File: config.mk
export PLATFORM = sky130hd
export DESIGN_NAME = fft_frame_ctrl
export DESIGN_NICKNAME = d
export VERILOG_FILES = /design/src/rtl/fft_frame_ctrl.sv
export SDC_FILE = /design/constraint.sdc
export NUM_CORES = 1
export LEC_CHECK = 0
export BUFFER_PORTS_ARGS = -buffer_cell sky130_fd_sc_hd__buf_2
export CORE_MARGIN = 8
export CORE_UTILIZATION = 45
export DETAILED_ROUTE_END_ITERATION = 8
export GPL_TIMING_DRIVEN = 0
export PLACE_DENSITY_LB_ADDON = 0.2
export SKIP_LAST_GASP = 1
export SYNTH_ARGS = -nofsm -noshare
export SYNTH_HDL_FRONTEND = slang
export SYNTH_SLANG_ARGS = --single-unit
File: constraint.sdc
create_clock -name clk -period 3.75 [get_ports clk]
set_input_delay 0.75 -clock clk [delete_from_list [all_inputs] [get_ports clk]]
set_output_delay 0.75 -clock clk [all_outputs]
set_load 0.02 [all_outputs]
File: src/rtl/fft_frame_ctrl.sv
// fft_frame_ctrl: frame sequencer in front of a 2^N-point pipeline FFT.
// Holds off FFT input during a post-reset warm-up, gates ADC samples into
// whole frames (single-shot or continuous), and tracks completed output
// frames and outstanding work, flagging drain timeouts and overflow.
module fft_frame_ctrl #(
    parameter int WIDTH   = 16,
    parameter int N       = 9,
    parameter int WARMUP  = 10,
    parameter int TIMEOUT = 2048
) (
    input  logic                    clk,
    input  logic                    areset,
    input  logic                    start,
    input  logic                    mode,
    input  logic                    stop,
    input  logic                    adc_valid,
    input  logic signed [WIDTH-1:0] adc_data,
    output logic                    din_en,
    output logic signed [WIDTH-1:0] din_ad,
    input  logic                    dout_en,
    input  logic [N-1:0]            dout_cnt,
    output logic                    busy,
    output logic                    frame_done,
    output logic [15:0]             frames,
    output logic                    err
);

    localparam int unsigned WW = $clog2(WARMUP + 1);
    localparam int unsigned TW = $clog2(TIMEOUT + 1);

    typedef enum logic [1:0] {
        S_WARM,
        S_IDLE,
        S_FEED,
        S_DRAIN
    } state_t;

    state_t                  r_state;
    state_t                  w_state_nxt;
    logic                    w_accept;
    logic                    w_timeout;
    logic                    w_done;
    logic                    w_boundary;
    logic                    w_inc;
    logic                    w_dec;

    logic [WW-1:0]           r_wcnt;
    logic [TW-1:0]           r_tcnt;
    logic [N-1:0]            r_scnt;
    logic [2:0]              r_outst;
    logic                    r_pend;
    logic                    r_mode;
    logic                    r_stop_pend;
    logic                    r_din_en;
    logic signed [WIDTH-1:0] r_din_ad;
    logic                    r_frame_done;
    logic [15:0]             r_frames;
    logic                    r_err;

    assign w_done     = dout_en && (dout_cnt == '1);
    assign w_boundary = (r_state == S_FEED) && adc_valid && (r_scnt == '1);
    // A boundary and a completion in the same cycle cancel out.
    assign w_inc      = w_boundary && !w_done;
    assign w_dec      = w_done && !w_boundary;

    // State register.
    always_ff @(posedge clk or negedge areset) begin
        if (!areset) r_state <= S_WARM;
        else         r_state <= w_state_nxt;
    end

    // Next-state logic plus capture-accept and drain-timeout strobes.
    always_comb begin
        w_state_nxt = r_state;
        w_accept    = 1'b0;
        w_timeout   = 1'b0;
        case (r_state)
            S_WARM: begin
                if (r_wcnt == WW'(WARMUP)) begin
                    if (r_pend || start) begin
                        w_state_nxt = S_FEED;
                        w_accept    = 1'b1;
                    end else begin
                        w_state_nxt = S_IDLE;
                    end
                end
            end
            S_IDLE: begin
                if (start || r_pend) begin
                    w_state_nxt = S_FEED;
                    w_accept    = 1'b1;
                end
            end
            S_FEED: begin
                if (w_boundary && (!r_mode || r_stop_pend || stop))
                    w_state_nxt = S_DRAIN;
            end
            S_DRAIN: begin
                if (r_outst == '0) begin
                    w_state_nxt = S_IDLE;
                end else if (r_tcnt == TW'(TIMEOUT - 1)) begin
                    w_state_nxt = S_IDLE;
                    w_timeout   = 1'b1;
                end
            end
            default: w_state_nxt = S_WARM;
        endcase
    end

    // Warm-up and drain-timeout counters.
    always_ff @(posedge clk or negedge areset) begin
        if (!areset) begin
            r_wcnt <= '0;
            r_tcnt <= '0;
        end else begin
            if (r_state == S_WARM && r_wcnt != WW'(WARMUP)) r_wcnt <= r_wcnt + WW'(1);
            else                                            r_wcnt <= '0;
            if (r_state == S_DRAIN && !w_done) r_tcnt <= r_tcnt + TW'(1);
            else                               r_tcnt <= '0;
        end
    end

    // Capture control: pending start, latched mode, pending stop, sample count.
    always_ff @(posedge clk or negedge areset) begin
        if (!areset) begin
            r_pend      <= 1'b0;
            r_mode      <= 1'b0;
            r_stop_pend <= 1'b0;
            r_scnt      <= '0;
        end else begin
            if (w_accept)                      r_pend <= 1'b0;
            else if (r_state == S_WARM && start) r_pend <= 1'b1;

            if ((r_state == S_WARM || r_state == S_IDLE) && start) r_mode <= mode;

            if (w_accept)                       r_stop_pend <= 1'b0;
            else if (r_state == S_FEED && stop) r_stop_pend <= 1'b1;

            if (w_accept)                            r_scnt <= '0;
            else if (r_state == S_FEED && adc_valid) r_scnt <= r_scnt + N'(1);
        end
    end

    // FFT input stage: one-cycle registered pass-through of ADC samples.
    always_ff @(posedge clk or negedge areset) begin
        if (!areset) begin
            r_din_en <= 1'b0;
            r_din_ad <= '0;
        end else begin
            r_din_en <= (r_state == S_FEED) && adc_valid;
            r_din_ad <= adc_data;
        end
    end

    // Output-frame tracking, outstanding-frame count and sticky error.
    always_ff @(posedge clk or negedge areset) begin
        if (!areset) begin
            r_frame_done <= 1'b0;
            r_frames     <= '0;
            r_outst      <= '0;
            r_err        <= 1'b0;
        end else begin
            r_frame_done <= w_done;
            if (w_done) r_frames <= r_frames + 16'd1;

            if (w_timeout)                      r_outst <= '0;
            else if (w_inc && r_outst != 3'd7)  r_outst <= r_outst + 3'd1;
            else if (w_dec && r_outst != 3'd0)  r_outst <= r_outst - 3'd1;

            if (w_accept)                                      r_err <= 1'b0;
            else if (w_timeout || (w_inc && r_outst == 3'd7))  r_err <= 1'b1;
        end
    end

    assign din_en     = r_din_en;
    assign din_ad     = r_din_ad;
    assign busy       = (r_state != S_IDLE);
    assign frame_done = r_frame_done;
    assign frames     = r_frames;
    assign err        = r_err;

endmodule

Word level (Yosys, flattened, before mapping)
Index checks and enable logic that the tools add are counted.
{"block": "classes", "addsub": 6, "multipliers": 0, "n_div": 0, "n_lt_le_gt_ge": 0, "n_eq_ne": 15, "shifts": 0, "n_mux": 26, "bitwise_logic": 0, "reduce_logical": 31}
{"operator": "== test 9 bit, second input constant", "count": 2}
{"operator": "2-to-1 mux 9 bit", "count": 2}
{"operator": "adder 16 x 1 -> 16 bit, second input constant", "count": 1}
{"operator": "logical AND 1 bit", "count": 14}
{"operator": "adder 12 x 1 -> 12 bit, second input constant", "count": 1}
{"operator": "== test 12 x 11 -> 1 bit, second input constant", "count": 1}
{"operator": "2-to-1 mux 12 bit", "count": 1}
{"operator": "2-to-1 mux 2 bit", "count": 6}
{"operator": "2-to-1 mux 1 bit", "count": 11}
{"operator": "adder 9 x 1 -> 9 bit, second input constant", "count": 1}
{"operator": "2-to-1 mux 3 bit", "count": 3}
{"operator": "case mux 2 bit (4 select lines)", "count": 1}
{"operator": "nonzero test 2 bit", "count": 4}
{"operator": "inequality test 3 bit, second input constant", "count": 2}
{"operator": "nonzero test 3 bit", "count": 2}
{"operator": "logical OR 1 bit", "count": 5}
{"operator": "adder 4 x 1 -> 4 bit, second input constant", "count": 1}
{"operator": "== test 2 bit, second input constant", "count": 2}
{"operator": "== test 4 bit, second input constant", "count": 1}
{"operator": "2-to-1 mux 4 bit", "count": 1}
{"operator": "inequality test 2 x 1 -> 1 bit, second input constant", "count": 2}
{"operator": "inequality test 2 bit, second input constant", "count": 2}
{"operator": "inequality test 4 bit, second input constant", "count": 1}
{"operator": "AND reduction 4 bit", "count": 1}
{"operator": "8 further kinds", "count": 10}
{"block": "word_totals", "reg_bits": 68, "latch_bits": 0, "ramBits": 0, "rom_bits": 0, "inputBits": 32, "out_inout_bits": 36, "wordCells": 91, "n_memories": 0}

Depth between registers and ports, before layout
{"block": "depth", "word_depth": 9, "mapped_depth": 10, "depth_no_buf": 10}

Least setup slack after synthesis
Ideal clock, no wire load.
{"block": "synth_timing", "kind": "reg-to-reg", "start": "reg r_scnt[0]", "end": "reg r_outst[2]", "arrival_ps": 2185, "t_required_ps": 3656, "setup_slack_ps": 1471, "path_stages_with_launch": 11, "cell_sequence": "dfrtp_1 -> ha_1 -> nand3_1 -> nor2_1 -> ha_1 -> and3_1 -> nand3_1 -> fa_1 -> and3_1 -> mux2_2 -> a221oi_2"}
{"block": "synth_between", "elab_chain_cells": 6}
{"element": "start: declaration", "line_no": "49", "rtl": "logic [N-1:0] r_scnt;"}
{"element": "start signal: assignment", "line_no": "140", "rtl": "else if (r_state == S_FEED && adc_valid) r_scnt <= r_scnt + N'(1);"}
{"element": "== test 9 bit (*)", "line_no": "61", "rtl": "assign w_boundary = (r_state == S_FEED) && adc_valid && (r_scnt == '1);"}
{"element": "logical AND 1 bit (*)", "line_no": "61"}
{"element": "logical AND 1 bit / logical NOT 1 bit (equally long branches)", "line_no": "63, 64"}
{"element": "logical AND 1 bit (on tied branches)", "line_no": "167, 64"}
{"element": "2-to-1 mux 3 bit / logical AND 1 bit (equally long branches)", "line_no": "167, 168"}
{"element": "2-to-1 mux 3 bit / nonzero test 3 bit (equally long branches)"}
{"element": "end signal: assignment", "line_no": "167", "rtl": "else if (w_inc && r_outst != 3'd7) r_outst <= r_outst + 3'd1;"}
{"element": "end signal: assignment", "line_no": "168", "rtl": "else if (w_dec && r_outst != 3'd0) r_outst <= r_outst - 3'd1;"}
{"element": "end: declaration", "line_no": "50", "rtl": "logic [2:0] r_outst;"}
Every way passes the cells marked *; elsewhere a longest branch is shown, timed or not.
A chain may end at the register's enable or synchronous reset.

Final worst setup path
Ends and elaborated chain as after synthesis.

==> impl_summary.txt <==
----------------------------------------------------
[Critical path]
  Cell depth of the worst flop-to-flop path ... 10
  Type of the setup path with the least slack ... register to register
  Worst endpoint required time ... 3.99 ns
  Worst EP arrival ... 2.73 ns
  Slack of the worst reg-to-reg path ... 1.26 ns
  CP endpoint kind ... register
  Endpoint of the worst register-to-register path ... r_outst[2]
  CP max FO ... 5
  R2R Path Start ... r_scnt[0]
  CP Launch Type ... register

[Pwr]
  Power Density ... 493.7 nW/um2
  Maximum ir drop on the vdd rail ... 0.0002779 V
  Leak pwr ... 0.001709 uW

[Clock tree]
  Clock-pin slew on the worst setup and hold paths ... 0.07 ns
  Clk Latency, worst-skew pair ... 0.33 ns
  CTS H-tree depth ... 3
  CTS sink cnt ... 68
  Post_cts resized ... 0
  Max clock buf depth ... 2
  Num CTS Buffers ... 9
  Number of buffers added for setup after CTS ... 0
  Root Buffer Master ... sky130_fd_sc_hd__clkbuf_8
  Clock tree from TritonCTS ... done
  Hold-fix buffers at CTS ... 0

[GRT]
  Remaining Overflow, GRT ... 0
  Number of antenna violations at the first check in global routing ... 0
  Pin count of the biggest net entering global routing ... 69
  Wire length of the first global-routing pass ... around 9500 um
  Combined global-route utilization of all metal layers ... 12.12%
  Number of global-route vias before repair ... approximately 2100

[STA]
  RSZ-0062 raised after global routing ... no
  Ratio of final minimum period to clock period ... around two thirds
  Final hold slack ... 0.4723 ns
  Setup-violating endpoint count in the final report ... 0
  Number of hold-slack violations in the final timing report ... 0
  Final Max Tran Viols ... 0
  Setup skew after layout ... 0.004240 ns
  Fin Setup TNS ... 0 ns
  Timing-limited maximum frequency ... 401.3 MHz
  Final Critical Period ... between 2 and 2.5 ns
  Actual transition at the worst max-transition pin ... 0.8383 ns
  Worst relative slew slack ... 44.11%

[Logic synthesis]
  Proportion of netlist area held by the largest area contributor ... 56.41%
  Synth cell count leaders ... sky130_fd_sc_hd__dfrtp_1 (68), sky130_fd_sc_hd__nor2_1 (31), sky130_fd_sc_hd__xnor2_1 (27), sky130_fd_sc_hd__nand2_1 (21), sky130_fd_sc_hd__nand3_1 (15)
  Count leader, synth ... sky130_fd_sc_hd__dfrtp_1
  Number of different library cells in the post-synthesis netlist ... 41
  Post-synth top flop ... sky130_fd_sc_hd__dfrtp_1
  Flops & latches, synth ... a little under 70
  Mean post-synth cell area ... 11.43 um2
  Cell type with the largest total area after synthesis ... sky130_fd_sc_hd__dfrtp_1
  Warning count from the yosys run ... 0
  Biggest area contributors in the synthesized netlist ... sky130_fd_sc_hd__dfrtp_1 (56%), sky130_fd_sc_hd__xnor2_1 (7.8%), sky130_fd_sc_hd__ha_1 (4.1%)
  Async set-reset flop share out of synthesis ... 100.0%
  Number of instances in the synthesized netlist ... between 200 and 300
  Net count after synthesis ... 307
  Proportion of synthesized chip area in sequential cells ... 56.41%
  Post-synthesis cell area ... about 3000 um2
  Post-synth EDFFs ... 0

[Cells and area]
  Finished Cell Area ... 3638 um2
  Layout net count ... 385
  Layout fillers ... 603
  Share of the core filled with cells in the final layout ... 54.76%
  ANT cells ... 0
  Layout-stage area growth over the synthesis result ... 20.61%
  Area of combinational cells with multiple inputs ... 1247 um2
  Area used by sequential logic in the layout ... 1702 um2
  Share of cells above drive strength 1 ... 28.03%

[Routing]
  Count of vias placed by the detailed router ... 2144
  Drc violations ... 0
  Count of nets left with antenna violations after detail routing ... 0
  Wire length per cell ... approximately 13 um
  DRC marker count from the first detailed-route iteration ... 54
  Vias per inst ... a little over 5
  Total wirelength of the detailed-routed design ... 5696 um
  DR pass1 iterations ... 4

[Place]
  HPWL Detailed ... 4142 um
  Total cell area at the placement stage ... 3455 um2
  Last weighted congestion value of the routability-driven placer ... 0.8202
  Number of port buffers ... 67

[Floorplanning]
  Die span in y ... 97.88 um
  Placeable Area ... 6644 um2
  # rows ... 30
  Die width ... a little under 100 um
  Initial core utilization ... 45.40%
  Top Ports ... 68
  Area enclosed by the die boundary ... 9580 um2

[Min path]
  Kind of path behind the tightest hold check ... register to register
  Sink of the worst hold path ... frames[15]
  Launch instance of the worst min-delay path ... frames[15]
  Cell count of the worst hold path ... 1

[Run]
  Number of max-cap violations ... 0

[Status]
  Status ... finished clean

----------------------------------------------------
==> sequential cells by signal, summed over array words and instances (netlist names) <==
| register | cells |
|---|---|
| din_ad | 16 |
| frames | 16 |
| r_tcnt | 12 |
| r_scnt | 9 |
| r_wcnt | 4 |
| r_outst | 3 |
| r_state | 2 |
| din_en | 1 |
| err | 1 |
| frame_done | 1 |
| r_mode | 1 |
| r_pend | 1 |
| r_stop_pend | 1 |
==> report_power, final <==
| part | total [uW] | switching (uW) | internal [uW] |
|---|---|---|---|
| clock | 572 | 250 | 322 |
| combinational | 359 | 214 | 145 |
| sequential | 865 | 58.1 | 807 |
| total | 1800 | 522 | 1270 |
==> worst max-delay path, cell delays in order, from the launching register on <==
cell	delay, ns
sky130_fd_sc_hd__dfrtp_1	0.39
sky130_fd_sc_hd__ha_1	0.23
sky130_fd_sc_hd__nand3_1	0.08
sky130_fd_sc_hd__nor2_1	0.09
sky130_fd_sc_hd__ha_1	0.19
sky130_fd_sc_hd__and3_1	0.27
sky130_fd_sc_hd__nand3_1	0.12
sky130_fd_sc_hd__fa_1	0.41
sky130_fd_sc_hd__and3_1	0.16
sky130_fd_sc_hd__mux2_2	0.26
sky130_fd_sc_hd__a221oi_2	0.20
==> worst max path at each step <==
stage,end,slack (ns),cells after the start,startpoint
CTS,r_outst[2],1.23,10,r_scnt[0]
global route,r_outst[2],1.09,10,r_scnt[0]
floorplan,r_outst[2],1.47,10,r_scnt[0]
finish,r_outst[2],1.26,10,r_scnt[0]
detailed placement,r_outst[2],1.24,10,r_scnt[0]
global placement,r_outst[2],1.28,10,r_scnt[0]
==> cells by family (layout without fill, tap and decap cells) <==
kind of cell / after synthesis / after routing / synth area share (%)
mux: 8 / 8 / 2.903
flops: 68 / 68 / 56.41
simple gates: 107 / 107 / 18.33
buf+inv: 13 / 95 / 2.239
compound gates: 24 / 24 / 5.724
xor+xnor: 33 / 33 / 9.581
fa+ha+maj: 11 / 11 / 4.811
==> layout by cell type, fill, tap and decap left out, drive strengths merged <==
| master | Yosys | layout |
|---|---|---|
| o21a | 1 | 1 |
| clkbuf | 1 | 14 |
| or4 | 1 | 1 |
| a221oi | 1 | 1 |
| and3 | 6 | 6 |
| inv | 8 | 8 |
| nand4 | 15 | 15 |
| nand2 | 21 | 21 |
| nor2 | 32 | 32 |
| mux2i | 2 | 2 |
| o2111ai | 1 | 1 |
| bufinv | 0 | 1 |
| ha | 10 | 10 |
| dfrtp | 68 | 68 |
| and2 | 1 | 1 |
| o211ai | 1 | 1 |
| nor3 | 7 | 7 |
| nor4 | 4 | 4 |
| clkinv | 2 | 3 |
| a31oi | 1 | 1 |
| buf | 2 | 69 |
| o31a | 1 | 1 |
| or3 | 2 | 2 |
| o21bai | 1 | 1 |
| fa | 1 | 1 |
| o31ai | 3 | 3 |
| o21ai | 9 | 9 |
| nor2b | 1 | 1 |
| xor2 | 6 | 6 |
| nand3 | 15 | 15 |
| and4 | 1 | 1 |
| nor3b | 1 | 1 |
| mux2 | 6 | 6 |
| xnor2 | 27 | 27 |
| a21oi | 5 | 5 |
==> metal layers <==
layer | global-route usage (%) | share of wire, % | vias to the layer above
met4 | 6.115 | 1.2 | 0
met2 | 18.60 | 44 | 51
met1 | 14.57 | 47 | 1015
met3 | 4.552 | 7.1 | 7
met5 | 0 | 0 | -
li1 | - | - | 1071
==> stage by stage <==
| stage | power, uW | std cells | setup WS, ns |
|---|---|---|---|
| floorplan | 1125 | 264 | 1.471 |
| global placement | 1232 | 411 | 1.279 |
| detailed placement | 1247 | 411 | 1.239 |
| CTS | 1831 | 426 | 1.232 |
| global route | 1908 | 426 | 1.087 |
| finish | 1796 | 426 | 1.258 |
==> area by class of cell <==
cell class              count  area share [%]
flip-flops and latches     68           46.77
multi-input cells         183           34.28
repair buffers             67           9.285
clock buffers              13           4.092
well taps                  80           2.751
inverters                  10           1.066
clock inverters             2          0.9629
plain buffers               3          0.7909
(Power assumes the default switching activity.)
